--- config.mk ---
export PLATFORM = sky130hd
export DESIGN_NAME = machine_csr_file
export DESIGN_NICKNAME = d
export VERILOG_FILES = /design/src/rtl/machine_csr_file.sv
export SDC_FILE = /design/constraint.sdc
export NUM_CORES = 1
export LEC_CHECK = 0
export CORE_MARGIN = 2
export CORE_UTILIZATION = 33
export CTS_CLUSTER_DIAMETER = 40
export DETAILED_ROUTE_END_ITERATION = 10
export GPL_ROUTABILITY_DRIVEN = 0
export PLACE_DENSITY = 0.51
export SKIP_LAST_GASP = 1
export SYNTH_ARGS = -nofsm -noshare
export SYNTH_HDL_FRONTEND = slang
export SYNTH_SLANG_ARGS = --single-unit
--- constraint.sdc ---
create_clock -name clk -period 3.5 [get_ports clk]
set_input_delay 0.35 -clock clk [delete_from_list [all_inputs] [get_ports clk]]
set_output_delay 0.35 -clock clk [all_outputs]
set_load 0.005 [all_outputs]
--- src/rtl/machine_csr_file.sv ---
// Machine-mode CSR file for a single-hart RV32 core: machine status/trap CSRs,
// interrupt registration and prioritisation, trap entry and MRET redirection.
// Optional feature: define CSR_COUNTERS_EN to add the 64-bit mcycle/minstret
// counters; without it those addresses decode as unimplemented.

package machine_csr_pkg;
    typedef enum logic [1:0] {
        CSR_NOP = 2'd0,
        CSR_RW  = 2'd1,
        CSR_RS  = 2'd2,
        CSR_RC  = 2'd3
    } csr_op_t;
endpackage

module machine_csr_file
    import machine_csr_pkg::*;
#(
    parameter int          XLEN        = 32,
    parameter int          NUM_IRQ     = 4,
    parameter logic [31:0] MTVEC_RESET = 32'h0000_0000,
    parameter int          HART_ID     = 0
) (
    input  logic                clk,
    input  logic                rst,
    input  csr_op_t             csr_op_i,
    input  logic [11:0]         csr_addr_i,
    input  logic [XLEN-1:0]     csr_wdata_i,
    input  logic                csr_src_zero_i,
    output logic [XLEN-1:0]     csr_rdata_o,
    output logic                csr_illegal_o,
    input  logic                exc_req_i,
    input  logic [4:0]          exc_cause_i,
    input  logic [XLEN-1:0]     exc_pc_i,
    input  logic [XLEN-1:0]     exc_tval_i,
    input  logic                mret_i,
    input  logic                irq_ok_i,
    input  logic                retire_i,
    input  logic                ext_irq_i,
    input  logic                sw_irq_i,
    input  logic                tmr_irq_i,
    input  logic [NUM_IRQ-1:0]  plat_irq_i,
    output logic                redirect_o,
    output logic [XLEN-1:0]     redirect_pc_o,
    output logic                irq_pending_o
);

    localparam logic [11:0] A_MSTATUS  = 12'h300;
    localparam logic [11:0] A_MISA     = 12'h301;
    localparam logic [11:0] A_MIE      = 12'h304;
    localparam logic [11:0] A_MTVEC    = 12'h305;
    localparam logic [11:0] A_MSCRATCH = 12'h340;
    localparam logic [11:0] A_MEPC     = 12'h341;
    localparam logic [11:0] A_MCAUSE   = 12'h342;
    localparam logic [11:0] A_MTVAL    = 12'h343;
    localparam logic [11:0] A_MIP      = 12'h344;
    localparam logic [11:0] A_MHARTID  = 12'hF14;
`ifdef CSR_COUNTERS_EN
    localparam logic [11:0] A_MCYCLE    = 12'hB00;
    localparam logic [11:0] A_MCYCLEH   = 12'hB80;
    localparam logic [11:0] A_MINSTRET  = 12'hB02;
    localparam logic [11:0] A_MINSTRETH = 12'hB82;
`endif

    // RV32I with MXL=1
    localparam logic [31:0] MISA_VAL = 32'h4000_0100;
    // Only MEI/MSI/MTI and the platform lines are real interrupt sources
    localparam logic [31:0] MIE_MASK = 32'h0000_0888
                                     | (((32'd1 << NUM_IRQ) - 32'd1) << 16);

    logic        mstatus_mie_q, mstatus_mie_d;
    logic        mstatus_mpie_q, mstatus_mpie_d;
    logic [31:0] mie_q, mie_d;
    logic [31:0] mtvec_q, mtvec_d;
    logic [31:0] mscratch_q, mscratch_d;
    logic [31:0] mepc_q, mepc_d;
    logic [31:0] mcause_q, mcause_d;
    logic [31:0] mtval_q, mtval_d;
    logic [31:0] mip_q, mip_d;
`ifdef CSR_COUNTERS_EN
    logic [63:0] mcycle_q, mcycle_d;
    logic [63:0] minstret_q, minstret_d;
`else
    logic        unused_retire;
    assign unused_retire = retire_i;
`endif

    logic [31:0] rd_val;
    logic        rd_impl;
    logic        write_req;
    logic        ro_target;
    logic        illegal;
    logic [31:0] wval;
    logic        csr_we;
    logic [31:0] irq_lines;
    logic [31:0] irq_enabled;
    logic [4:0]  irq_cause;
    logic        irq_take;
    logic [31:0] mtvec_base;

    // Raw interrupt sources laid out in their mip bit positions
    assign irq_lines = (32'(plat_irq_i) << 16)
                     | (32'(ext_irq_i)  << 11)
                     | (32'(tmr_irq_i)  << 7)
                     | (32'(sw_irq_i)   << 3);

    // CSR read decode; rd_impl flags addresses that exist in this build
    always_comb begin
        rd_val  = 32'h0;
        rd_impl = 1'b1;
        case (csr_addr_i)
            A_MSTATUS:   rd_val = (32'(mstatus_mie_q) << 3)
                                | (32'(mstatus_mpie_q) << 7)
                                | 32'h0000_1800;
            A_MISA:      rd_val = MISA_VAL;
            A_MIE:       rd_val = mie_q;
            A_MTVEC:     rd_val = mtvec_q;
            A_MSCRATCH:  rd_val = mscratch_q;
            A_MEPC:      rd_val = mepc_q;
            A_MCAUSE:    rd_val = mcause_q;
            A_MTVAL:     rd_val = mtval_q;
            A_MIP:       rd_val = mip_q;
            A_MHARTID:   rd_val = 32'(HART_ID);
`ifdef CSR_COUNTERS_EN
            A_MCYCLE:    rd_val = mcycle_q[31:0];
            A_MCYCLEH:   rd_val = mcycle_q[63:32];
            A_MINSTRET:  rd_val = minstret_q[31:0];
            A_MINSTRETH: rd_val = minstret_q[63:32];
`endif
            default:     rd_impl = 1'b0;
        endcase
    end

    // Write qualification and read-modify-write value
    always_comb begin
        write_req = (csr_op_i == CSR_RW)
                  | (((csr_op_i == CSR_RS) | (csr_op_i == CSR_RC)) & ~csr_src_zero_i);
        ro_target = (csr_addr_i[11:8] == 4'hF) | (csr_addr_i == A_MISA);
        illegal   = (csr_op_i != CSR_NOP) & (~rd_impl | (write_req & ro_target));
        case (csr_op_i)
            CSR_RW:  wval = csr_wdata_i;
            CSR_RS:  wval = rd_val | csr_wdata_i;
            CSR_RC:  wval = rd_val & ~csr_wdata_i;
            default: wval = rd_val;
        endcase
    end

    // Interrupt selection: MEI > MSI > MTI > lowest-numbered platform line
    always_comb begin
        irq_enabled = mip_q & mie_q;
        irq_cause   = 5'd0;
        if (irq_enabled[11]) begin
            irq_cause = 5'd11;
        end else if (irq_enabled[3]) begin
            irq_cause = 5'd3;
        end else if (irq_enabled[7]) begin
            irq_cause = 5'd7;
        end else begin
            for (int i = NUM_IRQ - 1; i >= 0; i--) begin
                if (irq_enabled[16 + i]) begin
                    irq_cause = 5'(16 + i);
                end
            end
        end
        irq_take = mstatus_mie_q & irq_ok_i & (|irq_enabled) & ~exc_req_i;
    end

    assign csr_we     = write_req & ~illegal & ~exc_req_i & ~irq_take & ~mret_i;
    assign mtvec_base = {mtvec_q[31:2], 2'b00};

    assign csr_rdata_o   = rd_impl ? rd_val : 32'h0;
    assign csr_illegal_o = illegal;
    assign irq_pending_o = ~rst & mstatus_mie_q & (|irq_enabled);

    // Redirect target: exception > interrupt > MRET
    always_comb begin
        redirect_o    = 1'b0;
        redirect_pc_o = 32'h0;
        if (!rst) begin
            if (exc_req_i) begin
                redirect_o    = 1'b1;
                redirect_pc_o = mtvec_base;
            end else if (irq_take) begin
                redirect_o    = 1'b1;
                redirect_pc_o = mtvec_q[0] ? mtvec_base + (32'(irq_cause) << 2)
                                           : mtvec_base;
            end else if (mret_i) begin
                redirect_o    = 1'b1;
                redirect_pc_o = mepc_q;
            end
        end
    end

    // Next-state for all CSRs; a trap or MRET discards the CSR write
    always_comb begin
        mstatus_mie_d  = mstatus_mie_q;
        mstatus_mpie_d = mstatus_mpie_q;
        mie_d          = mie_q;
        mtvec_d        = mtvec_q;
        mscratch_d     = mscratch_q;
        mepc_d         = mepc_q;
        mcause_d       = mcause_q;
        mtval_d        = mtval_q;
        mip_d          = irq_lines;
`ifdef CSR_COUNTERS_EN
        mcycle_d       = mcycle_q + 64'd1;
        minstret_d     = minstret_q + 64'(retire_i);
`endif
        if (exc_req_i) begin
            mepc_d         = exc_pc_i & ~32'h3;
            mcause_d       = {27'h0, exc_cause_i};
            mtval_d        = exc_tval_i;
            mstatus_mpie_d = mstatus_mie_q;
            mstatus_mie_d  = 1'b0;
        end else if (irq_take) begin
            mepc_d         = exc_pc_i & ~32'h3;
            mcause_d       = {1'b1, 26'h0, irq_cause};
            mtval_d        = 32'h0;
            mstatus_mpie_d = mstatus_mie_q;
            mstatus_mie_d  = 1'b0;
        end else if (mret_i) begin
            mstatus_mie_d  = mstatus_mpie_q;
            mstatus_mpie_d = 1'b1;
        end else if (csr_we) begin
            case (csr_addr_i)
                A_MSTATUS: begin
                    mstatus_mie_d  = wval[3];
                    mstatus_mpie_d = wval[7];
                end
                A_MIE:       mie_d      = wval & MIE_MASK;
                A_MTVEC:     mtvec_d    = wval & ~32'h2;
                A_MSCRATCH:  mscratch_d = wval;
                A_MEPC:      mepc_d     = wval & ~32'h3;
                A_MCAUSE:    mcause_d   = wval;
                A_MTVAL:     mtval_d    = wval;
`ifdef CSR_COUNTERS_EN
                A_MCYCLE:    mcycle_d   = {mcycle_q[63:32], wval};
                A_MCYCLEH:   mcycle_d   = {wval, mcycle_q[31:0]};
                A_MINSTRET:  minstret_d = {minstret_q[63:32], wval};
                A_MINSTRETH: minstret_d = {wval, minstret_q[31:0]};
`endif
                default: ;
            endcase
        end
    end

    // State registers with synchronous reset overriding everything else
    always_ff @(posedge clk) begin
        if (rst) begin
            mstatus_mie_q  <= 1'b0;
            mstatus_mpie_q <= 1'b0;
            mie_q          <= 32'h0;
            mtvec_q        <= MTVEC_RESET & ~32'h2;
            mscratch_q     <= 32'h0;
            mepc_q         <= 32'h0;
            mcause_q       <= 32'h0;
            mtval_q        <= 32'h0;
            mip_q          <= 32'h0;
`ifdef CSR_COUNTERS_EN
            mcycle_q       <= 64'h0;
            minstret_q     <= 64'h0;
`endif
        end else begin
            mstatus_mie_q  <= mstatus_mie_d;
            mstatus_mpie_q <= mstatus_mpie_d;
            mie_q          <= mie_d;
            mtvec_q        <= mtvec_d;
            mscratch_q     <= mscratch_d;
            mepc_q         <= mepc_d;
            mcause_q       <= mcause_d;
            mtval_q        <= mtval_d;
            mip_q          <= mip_d;
`ifdef CSR_COUNTERS_EN
            mcycle_q       <= mcycle_d;
            minstret_q     <= minstret_d;
`endif
        end
    end

endmodule

==> impl_metrics.py <==
metrics = {
    "run_status": {
        "outcome": "finished, violations left",
        "violations": "setup timing",
    },
    "grt": {
        "overflow": 0,
        "grt_pass1_wl_um": 84300,
        "antenna_found_initial": 0,
        "grt_max_degree": 49,
        "grtUsageTotal": 0.311,
        "grt_pass1_vias": 12959,
    },
    "finish": {
        "fill_cells": 3392,
        "post-route-util": 0.465,
        "final_cell_mix": "247 x nand2_1, 173 x buf_4, 163 x dfxtp_1, 157 x clkdlybuf4s50_1, 155 x a21oi_1",
        "area_growth_pct": 39.9,
        "final_common_cell": "nand2_1",
        "fin_cells": 2265,
        "final_cell_area_um2": 16000,
        "seq_area_um2": 3480,
        "drive_gt1_frac": 0.225,
        "fin_nets": 1932,
        "multiInputGateArea_um2": 7800,
        "antenna_cells": 0,
    },
    "placement": {
        "placed_cells": 2213,
        "dp_hpwl_um": 42100,
        "io_buffers": 190,
        "postPlaceCellArea_um2": 14700,
    },
    "clock_tree": {
        "cts_max_level": 4,
        "clock-sinks": 173,
        "cts_buffer_depth": 2,
        "numCtsBuffers": 17,
        "clock_latency_ps": 440,
        "clkTransAtPathRegs_ps": 80,
        "cts_tree": "yes",
        "clockRootBuffer": "clkbuf_16",
    },
    "die": {
        "io_pins": 196,
        "die_w_um": 190,
        "fp.dieArea_um2": 36100,
        "fp-row-count": 68,
        "core-area_um2": 34300,
        "die_height_um": 190,
        "initial_core_util": 0.333,
    },
    "yosys": {
        "ys_ff_latch": 173,
        "synth_edf_count": 0,
        "ys_seq_area_frac": 0.304,
        "synth_area_um2": 11400,
        "synth_cell_type_count": 93,
        "syn_avg_cell_area_um2": 7.50,
        "async_reset_ff_frac": 0,
        "synthFlopType": "dfxtp_1",
        "ys.warnings.count": 0,
        "synthCells": 1522,
    },
    "timing": {
        "slew_headroom": 0.159,
        "setup_violations": 10,
        "final_hold_viol_count": 0,
        "fin_crit_sh": 1.03,
        "rsz0062_at_grt": "yes",
        "setup_tns_ps": -373,
        "drv_slew": 0,
        "fmax_ghz": 0.278,
        "worst_pin_slew_ps": 1260,
        "clock_skew_ps": 16.6,
        "period_minus_slack_ps": 3600,
        "layout_setup_ws_ps": -98.6,
    },
    "setup_path": {
        "cp-end-kind": "output port",
        "start_kind": "register",
        "crit_fanout": 4,
        "cp.arrival_ps": 3250,
        "path_class": "register to output port",
        "cp.required_ps": 3150,
    },
    "power_and_ir_drop": {
        "p_leak_nw": 5.94,
        "power.total_mw": 4.85,
        "peakVddDrop_mv": 0.336,
        "power_density_nw_per_um2": 304,
    },
    "drt": {
        "ant_nets": 0,
        "wl_per_cell_um": 25.2,
        "dr.pass1.iters": 5,
        "avgViaCountPerCell": 6.08,
        "vias": 13763,
        "drc_errors": 0,
        "drt_iter0_drc": 1667,
        "wl_um": 57100,
    },
    "flow_run": {
        "cap_violations": 0,
    },
    "worst_hold_path": {
        "hold_class": "input port to register",
    },
}
## cells in the mapped netlist, drive strengths merged (15+ instances only)
cell      n  share of area
nand2   252          0.084
dfxtp   173           0.30
a21oi   167          0.074
nor2    116          0.038
o21ai    83          0.037
clkbuf   75          0.025
a211oi   60          0.039
buf      56          0.029
a22oi    34          0.023
a31oi    34          0.019
nand3    34          0.015
nor3     33          0.016
mux2i    28          0.025
nor2b    28          0.015
and3     20          0.011
inv      19         0.0063
mux2     19          0.019
nor4     19          0.015
and2     17         0.0093
nand4    17         0.0093
nand2b   15         0.0082
## where the power goes
part / leakage [nW] / switching (mW) / internal, mW / total (mW)
clock network: 0.282 / 0.967 / 0.951 / 1.92
logic: 4.25 / 0.494 / 0.356 / 0.849
registers: 1.41 / 0.0619 / 2.02 / 2.09
## flip-flops by register name, indices dropped and copies added (netlist names)
| name | count |
|---|---|
| mip_q | 7 |
| mscratch_q | 32 |
| mie_q | 7 |
| mstatus_mie_q | 1 |
| mtvec_q | 31 |
| mtval_q | 32 |
| mcause_q | 32 |
| mepc_q | 30 |
| mstatus_mpie_q | 1 |
## final cells by class
type / instances / share of cell area
clock inverter: 15 / 0.00956
clock buffer: 17 / 0.0267
multi-input combinational: 1198 / 0.489
timing repair buffer: 386 / 0.217
inverter: 21 / 0.00494
sequential: 173 / 0.218
tap: 455 / 0.0357
## logic make-up after synthesis
group,count (synthesis),synth area share
buf+inv,152,0.0609
mux,50,0.0492
xor+xnor,19,0.0146
compound gates,514,0.303
simple gates,607,0.261
fa+ha+maj,6,0.00724
flops,173,0.304
other cells,1,0.000329
## stage by stage
stage                     hold WS [ps]  setup slack, ps
after floorplan                    431              412
after global placement             440             -491
after detailed placement           446             -576
after CTS                          338             -205
after global routing               364             -240
final                              370            -98.6
## worst paths after layout
check,endpoint,slack (ps),startpoint,cells past startpoint
worst min-delay path,mip_q[11],370,rst,2
worst max-delay path,redirect_pc_o[7],-100,mip_q[19],14
worst min register to register,mscratch_q[26],460,mscratch_q[26],2
worst max register to register,mtval_q[7],250,mip_q[7],10
## metal layers
layer / GRT usage / wire length (µm) / vias to the layer above
met5: 0 / 0 / -
met4: 0.0999 / 2000 / 0
met3: 0.0577 / 5780 / 115
met2: 0.468 / 24400 / 833
met1: 0.446 / 24900 / 6628
li1: - / - / 6187
## critical path, stage by stage, from the launching register on
cell	delay (ps)
dfxtp_2	340
buf_6	110
a22oi_2	220
nor2b_2	70
nor2_2	160
buf_4	140
inv_2	40
ha_4	240
a211oi_4	300
o21bai_1	120
a21o_1	200
and3_1	180
a2111oi_2	300
nor3_1	110
dlygate4sd2_1	290
## repair_timing
item                                    CTS  global route
pin swaps                                42            51
gates resized for setup                 150            79
hold buffers                              0             0
hold endpoints to repair                  0             0
endpoints found under the setup margin   30            29
buffers inserted                         12            10
Note: power is estimated with default switching activity, not from simulation.
